===== config.mk =====
export PLATFORM = sky130hd
export DESIGN_NAME = branch_resolve_unit
export DESIGN_NICKNAME = d
export VERILOG_FILES = /design/src/rtl/branch_resolve_unit.sv
export SDC_FILE = /design/constraint.sdc
export NUM_CORES = 1
export LEC_CHECK = 0
export BUFFER_PORTS_ARGS = -buffer_cell sky130_fd_sc_hd__buf_2
export CAP_MARGIN = 20
export CORE_MARGIN = 2
export CORE_UTILIZATION = 50
export DETAILED_ROUTE_END_ITERATION = 8
export PLACE_DENSITY = 0.76
export SYNTH_ARGS = -nofsm -noshare
export SYNTH_HDL_FRONTEND = slang
export SYNTH_SLANG_ARGS = --single-unit

===== constraint.sdc =====
create_clock -name clk -period 2.5 [get_ports clk]
set_clock_uncertainty 0.05 [all_clocks]
set_input_delay 0.125 -clock clk [delete_from_list [all_inputs] [get_ports clk]]
set_output_delay 0.125 -clock clk [all_outputs]
set_load 0.02 [all_outputs]

===== src/rtl/branch_resolve_unit.sv =====
// branch_resolve_unit: decodes branch type plus ALU Zero/Less flags into
// PC-select controls, registers them behind a one-deep valid/ready stage,
// and maintains a PC-indexed table of 2-bit saturating counters used for
// fetch-side prediction and for mispredict detection.
// Optional build macro: BRU_PERF_CNT_EN adds perf_branches/perf_mispredicts.
module branch_resolve_unit #(
    parameter int XLEN        = 32,
    parameter int BHT_ENTRIES = 16
) (
    input  logic            clk,
    input  logic            rst_n,
    input  logic            in_valid,
    output logic            in_ready,
    input  logic [2:0]      in_branch,
    input  logic            in_zero,
    input  logic            in_less,
    input  logic [XLEN-1:0] in_pc,
    input  logic            in_pred_taken,
    output logic            out_valid,
    input  logic            out_ready,
    output logic            out_pca_src,
    output logic            out_pcb_src,
    output logic            out_taken,
    output logic            out_mispredict,
    output logic [XLEN-1:0] out_pc,
    input  logic            flush,
    input  logic [XLEN-1:0] pred_pc,
    output logic            pred_taken
`ifdef BRU_PERF_CNT_EN
    ,
    output logic [31:0]     perf_branches,
    output logic [31:0]     perf_mispredicts
`endif
);

    localparam int IDX_W = $clog2(BHT_ENTRIES);

    logic                  out_valid_reg;
    logic                  out_pca_src_reg;
    logic                  out_pcb_src_reg;
    logic                  out_taken_reg;
    logic                  out_mispredict_reg;
    logic [XLEN-1:0]       out_pc_reg;

    logic [BHT_ENTRIES-1:0][1:0] bht_reg;
    logic [BHT_ENTRIES-1:0][1:0] bht_next;

    logic                  accept;
    logic                  taken_c;
    logic                  mispredict_c;
    logic                  bht_wr;
    logic [IDX_W-1:0]      upd_idx;
    logic [IDX_W-1:0]      pred_idx;

    // Only the word-index bits of pred_pc select a counter; the rest alias.
    logic                  unused_pred_bits;
    assign unused_pred_bits = ^{pred_pc[XLEN-1:IDX_W+2], pred_pc[1:0]};

    assign in_ready = !flush && (!out_valid_reg || out_ready);
    assign accept   = in_valid && in_ready;
    assign upd_idx  = in_pc[IDX_W+1:2];
    assign pred_idx = pred_pc[IDX_W+1:2];
    // Only conditional branches train the table; flush already blocks accept.
    assign bht_wr   = accept && in_branch[2];

    // Read returns the current (pre-update) counter; no write bypass.
    assign pred_taken = bht_reg[pred_idx][1];

    // Branch-type decode into taken and mispredict.
    always_comb begin
        taken_c      = 1'b0;
        mispredict_c = 1'b0;
        case (in_branch)
            3'b000: begin taken_c = 1'b0;     mispredict_c = in_pred_taken;  end
            3'b001: begin taken_c = 1'b1;     mispredict_c = !in_pred_taken; end
            3'b010,
            3'b011: begin taken_c = 1'b1;     mispredict_c = 1'b1;           end
            3'b100: begin taken_c = in_zero;  mispredict_c = (in_zero  != in_pred_taken); end
            3'b101: begin taken_c = !in_zero; mispredict_c = (!in_zero != in_pred_taken); end
            3'b110: begin taken_c = in_less;  mispredict_c = (in_less  != in_pred_taken); end
            default: begin taken_c = !in_less; mispredict_c = (!in_less != in_pred_taken); end
        endcase
    end

    // Per-entry saturating counter update, selected by the resolving PC.
    for (genvar gi = 0; gi < BHT_ENTRIES; gi++) begin : g_bht
        logic hit;
        assign hit = bht_wr && (upd_idx == IDX_W'(gi));
        assign bht_next[gi] = !hit ? bht_reg[gi] :
                              taken_c ? ((bht_reg[gi] == 2'b11) ? 2'b11 : bht_reg[gi] + 2'b01) :
                                        ((bht_reg[gi] == 2'b00) ? 2'b00 : bht_reg[gi] - 2'b01);
    end

    // Counter table register; reset to weakly not-taken.
    always_ff @(posedge clk) begin
        if (!rst_n) begin
            bht_reg <= {BHT_ENTRIES{2'b01}};
        end else begin
            bht_reg <= bht_next;
        end
    end

    // Output stage: flush kills, accept loads, otherwise drain when consumed.
    always_ff @(posedge clk) begin
        if (!rst_n) begin
            out_valid_reg      <= 1'b0;
            out_pca_src_reg    <= 1'b0;
            out_pcb_src_reg    <= 1'b0;
            out_taken_reg      <= 1'b0;
            out_mispredict_reg <= 1'b0;
            out_pc_reg         <= '0;
        end else if (flush) begin
            out_valid_reg      <= 1'b0;
        end else if (accept) begin
            out_valid_reg      <= 1'b1;
            out_pca_src_reg    <= taken_c;
            out_pcb_src_reg    <= (in_branch[2:1] == 2'b01);
            out_taken_reg      <= taken_c;
            out_mispredict_reg <= mispredict_c;
            out_pc_reg         <= in_pc;
        end else if (out_ready) begin
            out_valid_reg      <= 1'b0;
        end
    end

    assign out_valid      = out_valid_reg;
    assign out_pca_src    = out_pca_src_reg;
    assign out_pcb_src    = out_pcb_src_reg;
    assign out_taken      = out_taken_reg;
    assign out_mispredict = out_mispredict_reg;
    assign out_pc         = out_pc_reg;

`ifdef BRU_PERF_CNT_EN
    logic [31:0] perf_branches_reg;
    logic [31:0] perf_mispredicts_reg;

    // Event counters on accepted requests; free-running wrap.
    always_ff @(posedge clk) begin
        if (!rst_n) begin
            perf_branches_reg    <= '0;
            perf_mispredicts_reg <= '0;
        end else if (accept) begin
            if (in_branch != 3'b000) perf_branches_reg    <= perf_branches_reg + 32'd1;
            if (mispredict_c)        perf_mispredicts_reg <= perf_mispredicts_reg + 32'd1;
        end
    end

    assign perf_branches    = perf_branches_reg;
    assign perf_mispredicts = perf_mispredicts_reg;
`endif

endmodule

After elaboration in Yosys (flattened, before gate mapping)
Index checks and enable logic that the tools add are counted.
{ "word_totals": {"register_bits": 68, "inputBits": 75} }
{ "op_classes": {"n_addsub": 32, "n_lt_le_gt_ge": 1, "eq_ne": 42, "n_mux": 54, "bitwise": 2, "n_reduce_logical": 48} }
{ "op_table": {"columns": ["op", "n"], "rows": [
  ["2-bit 2-to-1 mux", 49],
  ["2-bit by 1-bit adder with 2-bit output (second input constant)", 16],
  ["2-bit == test (second input constant)", 16],
  ["4-bit == test (second input constant)", 8],
  ["2-bit logical NOT", 16],
  ["2-bit by 1-bit subtractor with 2-bit output (second input constant)", 16],
  ["1-bit logical AND", 19],
  ["4-bit by 3-bit == test with 1-bit output (second input constant)", 4],
  ["3-bit == test (second input constant)", 3],
  ["2-bit binary-select mux with 4-bit select", 1],
  ["4-bit by 2-bit == test with 1-bit output (second input constant)", 2],
  ["3-bit by 2-bit == test with 1-bit output (second input constant)", 2],
  ["1-bit case mux with 6 select lines", 1],
  ["1-bit logical NOT", 5],
  ["4-bit by 5-bit less-than comparator with 1-bit output (second input constant)", 1],
  ["1-bit case mux with 5 select lines", 1],
  ["4-bit by 1-bit == test with 1-bit output (second input constant)", 1],
  ["4-bit logical NOT", 1],
  ["1-bit != test", 4],
  ["2-bit OR reduction", 2],
  ["3-bit by 1-bit == test with 1-bit output (second input constant)", 1],
  ["3-bit logical NOT", 1],
  ["3-bit OR reduction", 1],
  ["2-bit by 1-bit == test with 1-bit output (second input constant)", 1],
  ["5 further kinds", 7]
]} }

Longest topological paths before layout
Gate-level depths: netlist of run 1.
{ "depth": {"word_depth": 6, "depth_mapped": 7} }

Worst setup path after synthesis of run 1
Ideal clock, no wire load.
{ "synth_path": {"path_kind": "register to register", "from": "register out_valid_reg, in the netlist out_valid", "to": "register bht_reg[17] (netlist bit)", "setup_ns": 0.142, "arrival_time_ns": 1.747, "path_slack_ns": 0.561, "stages_incl_launch_ff": 7, "path_buffers": 2, "period_less_slack_ns": 1.939, "cell_sequence": "dfxtp_1 nor2b_1 or4_1 clkbuf_1 buf_2 o311ai_0 o311ai_1"} }
{ "synth_via": {"elab_chain_len": 6} }
{ "synth_lines": {"columns": ["element", "line_no", "rtl"], "rows": [
  ["start: declaration", "38", "logic out_valid_reg;"],
  ["start signal: assignment", "106", "out_valid_reg <= 1'b0;"],
  ["start signal: assignment", "113", "out_valid_reg <= 1'b0;"],
  ["start signal: assignment", "115", "out_valid_reg <= 1'b1;"],
  ["1-bit logical NOT", "59", "assign in_ready = !flush && (!out_valid_reg || out_ready);"],
  ["1-bit logical OR", "59", null],
  ["1-bit logical AND", "59", null],
  ["1-bit logical AND", "60", "assign accept = in_valid && in_ready;"],
  ["1-bit logical AND", "64", "assign bht_wr = accept && in_branch[2];"],
  ["1-bit logical AND", "88", "assign hit = bht_wr && (upd_idx == IDX_W'(gi));"],
  ["end signal: assignment", "97", "bht_reg <= {BHT_ENTRIES{2'b01}};"],
  ["end signal: assignment", "99", "bht_reg <= bht_next;"],
  ["end: declaration", "45", "logic [BHT_ENTRIES-1:0][1:0] bht_reg;"]
]} }
Every way passes these cells.
A chain may end at the register's enable or synchronous reset.

Final worst setup path of run 1
{ "layout_path": {"from": "input flush", "to": "register bht_reg[23] (netlist bit)"} }
{ "layout_via": {"elab_chain_len": 5} }
{ "layout_lines": {"columns": ["element", "line_no", "rtl"], "rows": [
  ["start: declaration", "26", "input logic flush,"],
  ["1-bit logical NOT", "59", null],
  ["1-bit logical AND", "59", null],
  ["1-bit logical AND", "60", null],
  ["1-bit logical AND", "64", null],
  ["1-bit logical AND", "88", null]
]} }
Every way passes these cells.

==> summary.txt, run 1 <==
Drt
  • Post-detailed-route count of antenna-violating nets: 0
  • Routed WL per cell: around 15 microns
  • Aggregate routed wire length: ~9100 microns
  • Via count: ~3.5k
  • Initial detailed-routing violation count: roughly 220
  • Number of design rule violations left after detail routing: 0
  • First-pass iteration count of the detailed router: 4
  • Vias per std cell: roughly 6

Timing
  • Unrepaired setup endpoints after global routing: false
  • Max transition margin: 0.542
  • Minimum hold slack: between 0.03 and 0.04 ns
  • Setup TNS: 0 ns
  • Slew at the pin closest to its max-slew limit: 0.686 ns
  • Number of endpoints with negative hold slack in the final report: 0
  • Number of setup violations in the final report: 0
  • Fin crit period: ~2.2 ns
  • Pins Over Slew Limit: 0
  • Worst Slack Setup Final: between 0.3 and 0.4 ns
  • Ratio of final minimum period to clock period: 0.868
  • Fmax: between 0.4 and 0.5 GHz

Floorplanning
  • Placeable core region: roughly 6700 sq um
  • Initial standard-cell utilization of the core: 0.508
  • Number of placed I/O pins: roughly 110
  • Site Rows: 30
  • Vert. Die Dim: ~86 microns
  • Die X-Extent: about 86 microns
  • Area of the die: 7470 sq um

Clock tree
  • Number of clock buffers inserted by TritonCTS: 9
  • CTS Sinks: 68
  • Clock network latency to the later pin of the worst-skew pair: 0.35 ns
  • CTS tree: built
  • Post-CTS Resized: 0
  • H-tree levels: 3
  • Root buffer cell: clkbuf_8
  • Hold Buf Count CTS: 31
  • Number of buffers inserted to repair setup after CTS: 0
  • Max clock buf depth: 2
  • Clock slew at the register clock pins of the worst setup and hold paths: approximately 0.08 ns

Global route
  • Largest net degree at the start of global routing: 66
  • Number of antenna violations at the first check in global routing: 0
  • Overall routing resource usage: 0.238
  • Via count of the first global-routing pass: about 3.1k
  • Remaining global-route overflow: 0
  • Wire length of the first global-routing pass: between 10000 and 15000 microns

Synth
  • Count of yosys warnings during synthesis: 0
  • Number of enable-type register cells in the synthesized netlist: 0
  • Xor-xnor portion of the synthesized cell area: 0.00258
  • Post-synth top flop: dfxtp_1
  • Mux cell area share after synthesis: 0.0582
  • Register bit count reported by yosys: 68
  • Synth Area in Compound Gates: 0.192
  • Count of different cell masters after synthesis: 41
  • Top-area cell type share of the netlist area: 0.401
  • Post-synthesis cell count: around 410
  • Seq/Total Area, Yosys: 0.401
  • Area of the mapped netlist: about 3400 sq um
  • Synthesized Nets: 488
  • Mapped Avg Cell Area: 8.22 sq um
  • Simple-Gate Fraction of Synth Area: 0.289
  • Library cell occupying the most area in the post-synthesis netlist: dfxtp_1
  • Largest family of logic cells by synthesized area: simple AND/OR/NAND/NOR gates
  • Share of synthesized cell area in full adder, half adder and majority cells: 0
  • Proportion of register bits with asynchronous set or reset after synthesis: 0
  • Top cells by area, synth: dfxtp_1 (40%), nand2_1 (8.7%), o311ai_0 (5.4%)

Power and ir drop
  • Power after layout: approximately 2.6 mW
  • Leakage power summed over all cells: ~1.7 nW
  • Max VDD drop: ~280 uV
  • Power density over the cells: roughly 600 nW/um^2

Worst setup path
  • Type of element capturing the critical path: flip-flop
  • Worst-path maximum fanout: 16
  • Critical path startpoint: flush
  • Setup slack on the worst flop-to-flop path: approximately 0.41 ns
  • Critical path capture point: bht_reg[23]
  • Setup Crit Path Kind: input pin to flip-flop
  • Arrival time reported for the critical path endpoint: around 2.4 ns
  • Length in cells of the worst reg-to-reg path: 4
  • Element type at the critical path start: input pin
  • Launch point of the worst reg-to-reg path: out_valid
  • Required time of the worst setup path: ~2.7 ns
  • R2r endpoint: bht_reg[23]

Layout
  • Inserted Diodes: 0
  • Layout cell share with drive strength beyond 1: 0.231
  • Footprint of the multi-input gates: about 1800 sq um
  • Number of cells in the finished layout apart from fillers: roughly 600
  • Nets: approximately 590
  • Number of fill cells: around 550
  • Area taken by flip-flops and latches: about 1400 sq um
  • Layout-stage area growth over the synthesis result: 28.6%

Placed design
  • Minimum setup slack after placement: ~0.45 ns
  • Final Wtd Congestion: 0.795
  • Placed insts: 549
  • Placed wire-length estimate after detailed placement: between 5000 and 6000 microns
  • Number of input and output port buffers inserted: between 80 and 90

Hold path
  • Hold Path Class: input pin to flip-flop

Job
  • Maximum Capacitance Violations: 0

Run status
  • Result of the run: completed
==> layout by cell type, fill, tap and decap left out, types with 11 or more instances in the layout <==
cell	n
nand3_1	33
a211o_1	15
nand2_1	79
nand2b_1	11
dlygate4sd3_1	31
nor2_1	12
buf_2	85
a21oi_1	35
dfxtp_1	68
nor4_1	23
o311ai_0	21
==> worst min path at each step <==
stage / startpoint / endpoint / slack [ns] / cells after the start
2_1_floorplan: flush / out_valid / 0.15 / 1
3_3_place_gp: flush / out_valid / 0.29 / 2
3_5_place_dp: flush / out_valid / 0.30 / 2
4_1_cts: in_valid / out_valid / 0.02 / 3
5_1_grt: in_pc[3] / out_pc[3] / 0.05 / 3
6_report: in_valid / out_valid / 0.03 / 3
==> cell type report <==
| type | count | area share |
|---|---|---|
| flip-flops and latches | 68 | 0.312 |
| inverters | 10 | 0.00859 |
| well taps | 80 | 0.0229 |
| clock inverters | 7 | 0.0172 |
| clock buffers | 9 | 0.0284 |
| multi-input cells | 298 | 0.423 |
| repair buffers | 124 | 0.188 |
==> critical path: stages <==
cell	delay, ns
dlygate4sd3_1	0.52
buf_2	0.14
nand2b_1	0.16
or4_1	0.77
or4_1	0.60
nand3_1	0.09
==> power breakdown <==
group	internal (mW)	total (mW)	switching [mW]
Sequential	1.16	1.24	0.0756
Combinational	0.194	0.452	0.258
Clock	0.467	0.921	0.454
Total	1.83	2.61	0.787
==> cell families after synthesis <==
kind of cell | Yosys count
AO/OA/AOI/OAI | 90
XOR/XNOR | 1
AND/OR/NAND/NOR | 194
multiplexers | 13
flip-flops | 68
buffers and inverters | 47
==> synth_stat cells (all sizes together), types with 10 or more instances <==
master,number
o311ai,23
nand3,33
a211o,15
nor4,23
buf,10
nor2,13
clkbuf,27
nand2,79
a21oi,35
dfxtp,68
nand2b,11
==> through the flow <==
step	util	cell area, sq um
after floorplan	-	3400
after global placement	0.578	3860
after detailed placement	0.578	3860
after CTS	0.654	4370
after global routing	0.654	4370
final	0.654	4370
==> per-layer routing <==
| layer | global-route usage | up-vias | part of all wire |
|---|---|---|---|
| met4 | 0.112 | 0 | 0.020 |
| met2 | 0.399 | 98 | 0.50 |
| met5 | 0 | - | 0 |
| met1 | 0.298 | 1642 | 0.43 |
| li1 | - | 1740 | - |
| met3 | 0.0381 | 19 | 0.052 |
No activity file was read; power rests on OpenSTA's default activity.
==> run 2, diff against run 1 <==
- clock period: 2.5 -> 2.1 ns (I/O delays scaled with it)
==> run 2 against run 1 <==
Design area up 0.97%; combinational power up 22%; critical endpoint is now pred_taken; worst hold slack worse by 0.0042 ns; sequential power up 19%; clock-buffer cell count unchanged; critical path type is now flip-flop to primary output; core utilization up 0.64 points; non-clock buffer count up 6; routed wire length up 2.8%; first-iteration DRC count up 22%; power up 20%.
==> summary.txt, run 2 (synthesis results as in run 1) <==
Hold path
  • Worst-case hold path end point: out_pcb_src
  • Hold Path Class: input pin to flip-flop
  • Startpoint of the most critical hold path: in_branch[1]
  • Cell depth of the worst min-delay path: 3

Clock tree
  • Root buffer cell: clkbuf_8
  • Clock network latency to the later pin of the worst-skew pair: roughly 0.35 ns
  • Number of buffers inserted to repair setup after CTS: 0
  • H-tree levels: 3
  • Clock slew at the register clock pins of the worst setup and hold paths: around 0.08 ns
  • CTS Sinks: 68
  • Max clock buf depth: 2
  • Number of clock buffers inserted by TritonCTS: 9
  • CTS tree: built

Floorplanning
  • Vert. Die Dim: approximately 86 microns
  • Initial standard-cell utilization of the core: 0.508
  • Placeable core region: about 6700 sq um
  • Area of the die: around 7500 sq um
  • Die X-Extent: ~86 microns
  • Number of placed I/O pins: about 110
  • Site Rows: 30

Worst setup path
  • Arrival time reported for the critical path endpoint: 1.84 ns
  • Setup slack on the worst flop-to-flop path: ~0.20 ns
  • Launch point of the worst reg-to-reg path: out_valid
  • Maximum single-stage delay on the critical path: between 0.4 and 0.5 ns
  • Most used cell along the critical path: mux4_2
  • Element type at the critical path start: flip-flop
  • R2r endpoint: bht_reg[23]
  • Cells traversed along the worst timing path: mux4_2 -> mux4_2 -> buf_2
  • Critical path startpoint: bht_reg[25]
  • Setup Crit Path Kind: flip-flop to primary output
  • Worst-path maximum fanout: 5
  • Required time of the worst setup path: 1.95 ns
  • Length in cells of the worst reg-to-reg path: 5
  • Standard cell with the maximum stage delay on the critical path: mux4_2
  • Critical path buffer and inverter count: 1
  • Type of element capturing the critical path: primary output
  • Crit-path leading delay family: multiplexers

Placed design
  • Placed wire-length estimate after detailed placement: between 5000 and 6000 microns
  • Number of input and output port buffers inserted: 85
  • Final Wtd Congestion: 0.794
  • Minimum setup slack after placement: roughly 0.22 ns
  • Instance area after placement: between 3000 and 4000 sq um

Layout
  • Inserted Diodes: 0
  • Leading cell type in the layout, fill and taps excluded: buf_2
  • Top library cells by usage in the layout, fill and taps aside: buf_2 (85), nand2_1 (79), dfxtp_1 (68)
  • Layout-stage area growth over the synthesis result: 29.9%
  • Non-Filler Cell Area, Final: approximately 4400 sq um
  • Nets: ~590
  • Layout cell share with drive strength beyond 1: 0.239
  • Number of fill cells: between 500 and 600

Run status
  • Result of the run: completed

Timing
  • Slew at the pin closest to its max-slew limit: 0.596 ns
  • Number of setup violations in the final report: 0
  • Pins Over Slew Limit: 0
  • Fmax: 0.501 GHz
  • Minimum hold slack: approximately 0.028 ns
  • Worst Slack Setup Final: 0.105 ns
  • Unrepaired setup endpoints after global routing: false
  • Max transition margin: 0.603
  • Setup TNS: 0 ns
  • Ratio of final minimum period to clock period: 0.950
  • Number of endpoints with negative hold slack in the final report: 0
  • Fin crit period: approximately 2.0 ns

Global route
  • Number of antenna violations at the first check in global routing: 0
  • Overall routing resource usage: 0.249
  • Largest net degree at the start of global routing: 66
  • Remaining global-route overflow: 0
  • Wire length of the first global-routing pass: 14900 microns
  • Via count of the first global-routing pass: around 3.3k

Drt
  • Number of design rule violations left after detail routing: 0
  • Aggregate routed wire length: slightly above 9000 microns
  • Routed WL per cell: 15.5 microns
  • Via count: between 3k and 4k
  • First-pass iteration count of the detailed router: 4
  • Post-detailed-route count of antenna-violating nets: 0
  • Initial detailed-routing violation count: about 270
  • Vias per std cell: ~6

Job
  • Maximum Capacitance Violations: 0

Power and ir drop
  • Power density over the cells: ~700 nW/um^2
  • Leakage power summed over all cells: about 1.8 nW
  • Power after layout: 3.13 mW
  • Max VDD drop: 470 uV
run 2: per-stage QoR:
stage | cells | util
floorplan | 413 | -
global placement | 554 | 0.581
detailed placement | 554 | 0.581
CTS | 602 | 0.659
global route | 602 | 0.660
finish | 602 | 0.660
run 2: final cells by class:
class | count | area [sq um] | share of cell area
inverters | 10 | 37.5 | 0.00851
well taps | 80 | 100 | 0.0227
clock buffers | 9 | 124 | 0.0281
clock inverters | 7 | 76.3 | 0.0173
repair buffers | 130 | 856 | 0.194
flip-flops and latches | 68 | 1360 | 0.309
multi-input cells | 298 | 1860 | 0.421
run 2: per-layer routing:
| metal | share of wire | track usage | wire (microns) | vias up |
|---|---|---|---|---|
| met3 | 0.055 | 0.0600 | 516 | 22 |
| li1 | - | - | - | 1751 |
| met5 | 0 | 0 | 0 | - |
| met1 | 0.42 | 0.291 | 3880 | 1699 |
| met4 | 0.021 | 0.132 | 192 | 0 |
| met2 | 0.51 | 0.423 | 4740 | 117 |
run 2: repair_timing:
action | 4_1_cts | 5_1_grt
setup endpoints to repair | 0 | 3
resized for setup | 0 | 2
hold buffers | 32 | 0
endpoints found under the hold margin | 31 | 0
run 2: worst max path at each step:
stage	end	slack, ns	cells past startpoint
finish	pred_taken	0.10	3
global route	pred_taken	0.07	3
CTS	pred_taken	0.09	3
detailed placement	bht_reg[23]	0.22	5
global placement	bht_reg[23]	0.24	5
floorplan	bht_reg[17]	0.16	6
run 2: power breakdown:
part | internal, mW | total (mW) | switching (mW)
sequential | 1.39 | 1.47 | 0.0874
clock | 0.554 | 1.11 | 0.556
combinational | 0.237 | 0.552 | 0.315
total | 2.18 | 3.13 | 0.958
run 2: worst reg2reg max path: stages (launching register included):
cell and delay [ns]:
dfxtp_1 0.32, nor2b_1 0.17, or4_1 0.50, buf_4 0.21, or4_1 0.52, nand3_1 0.07
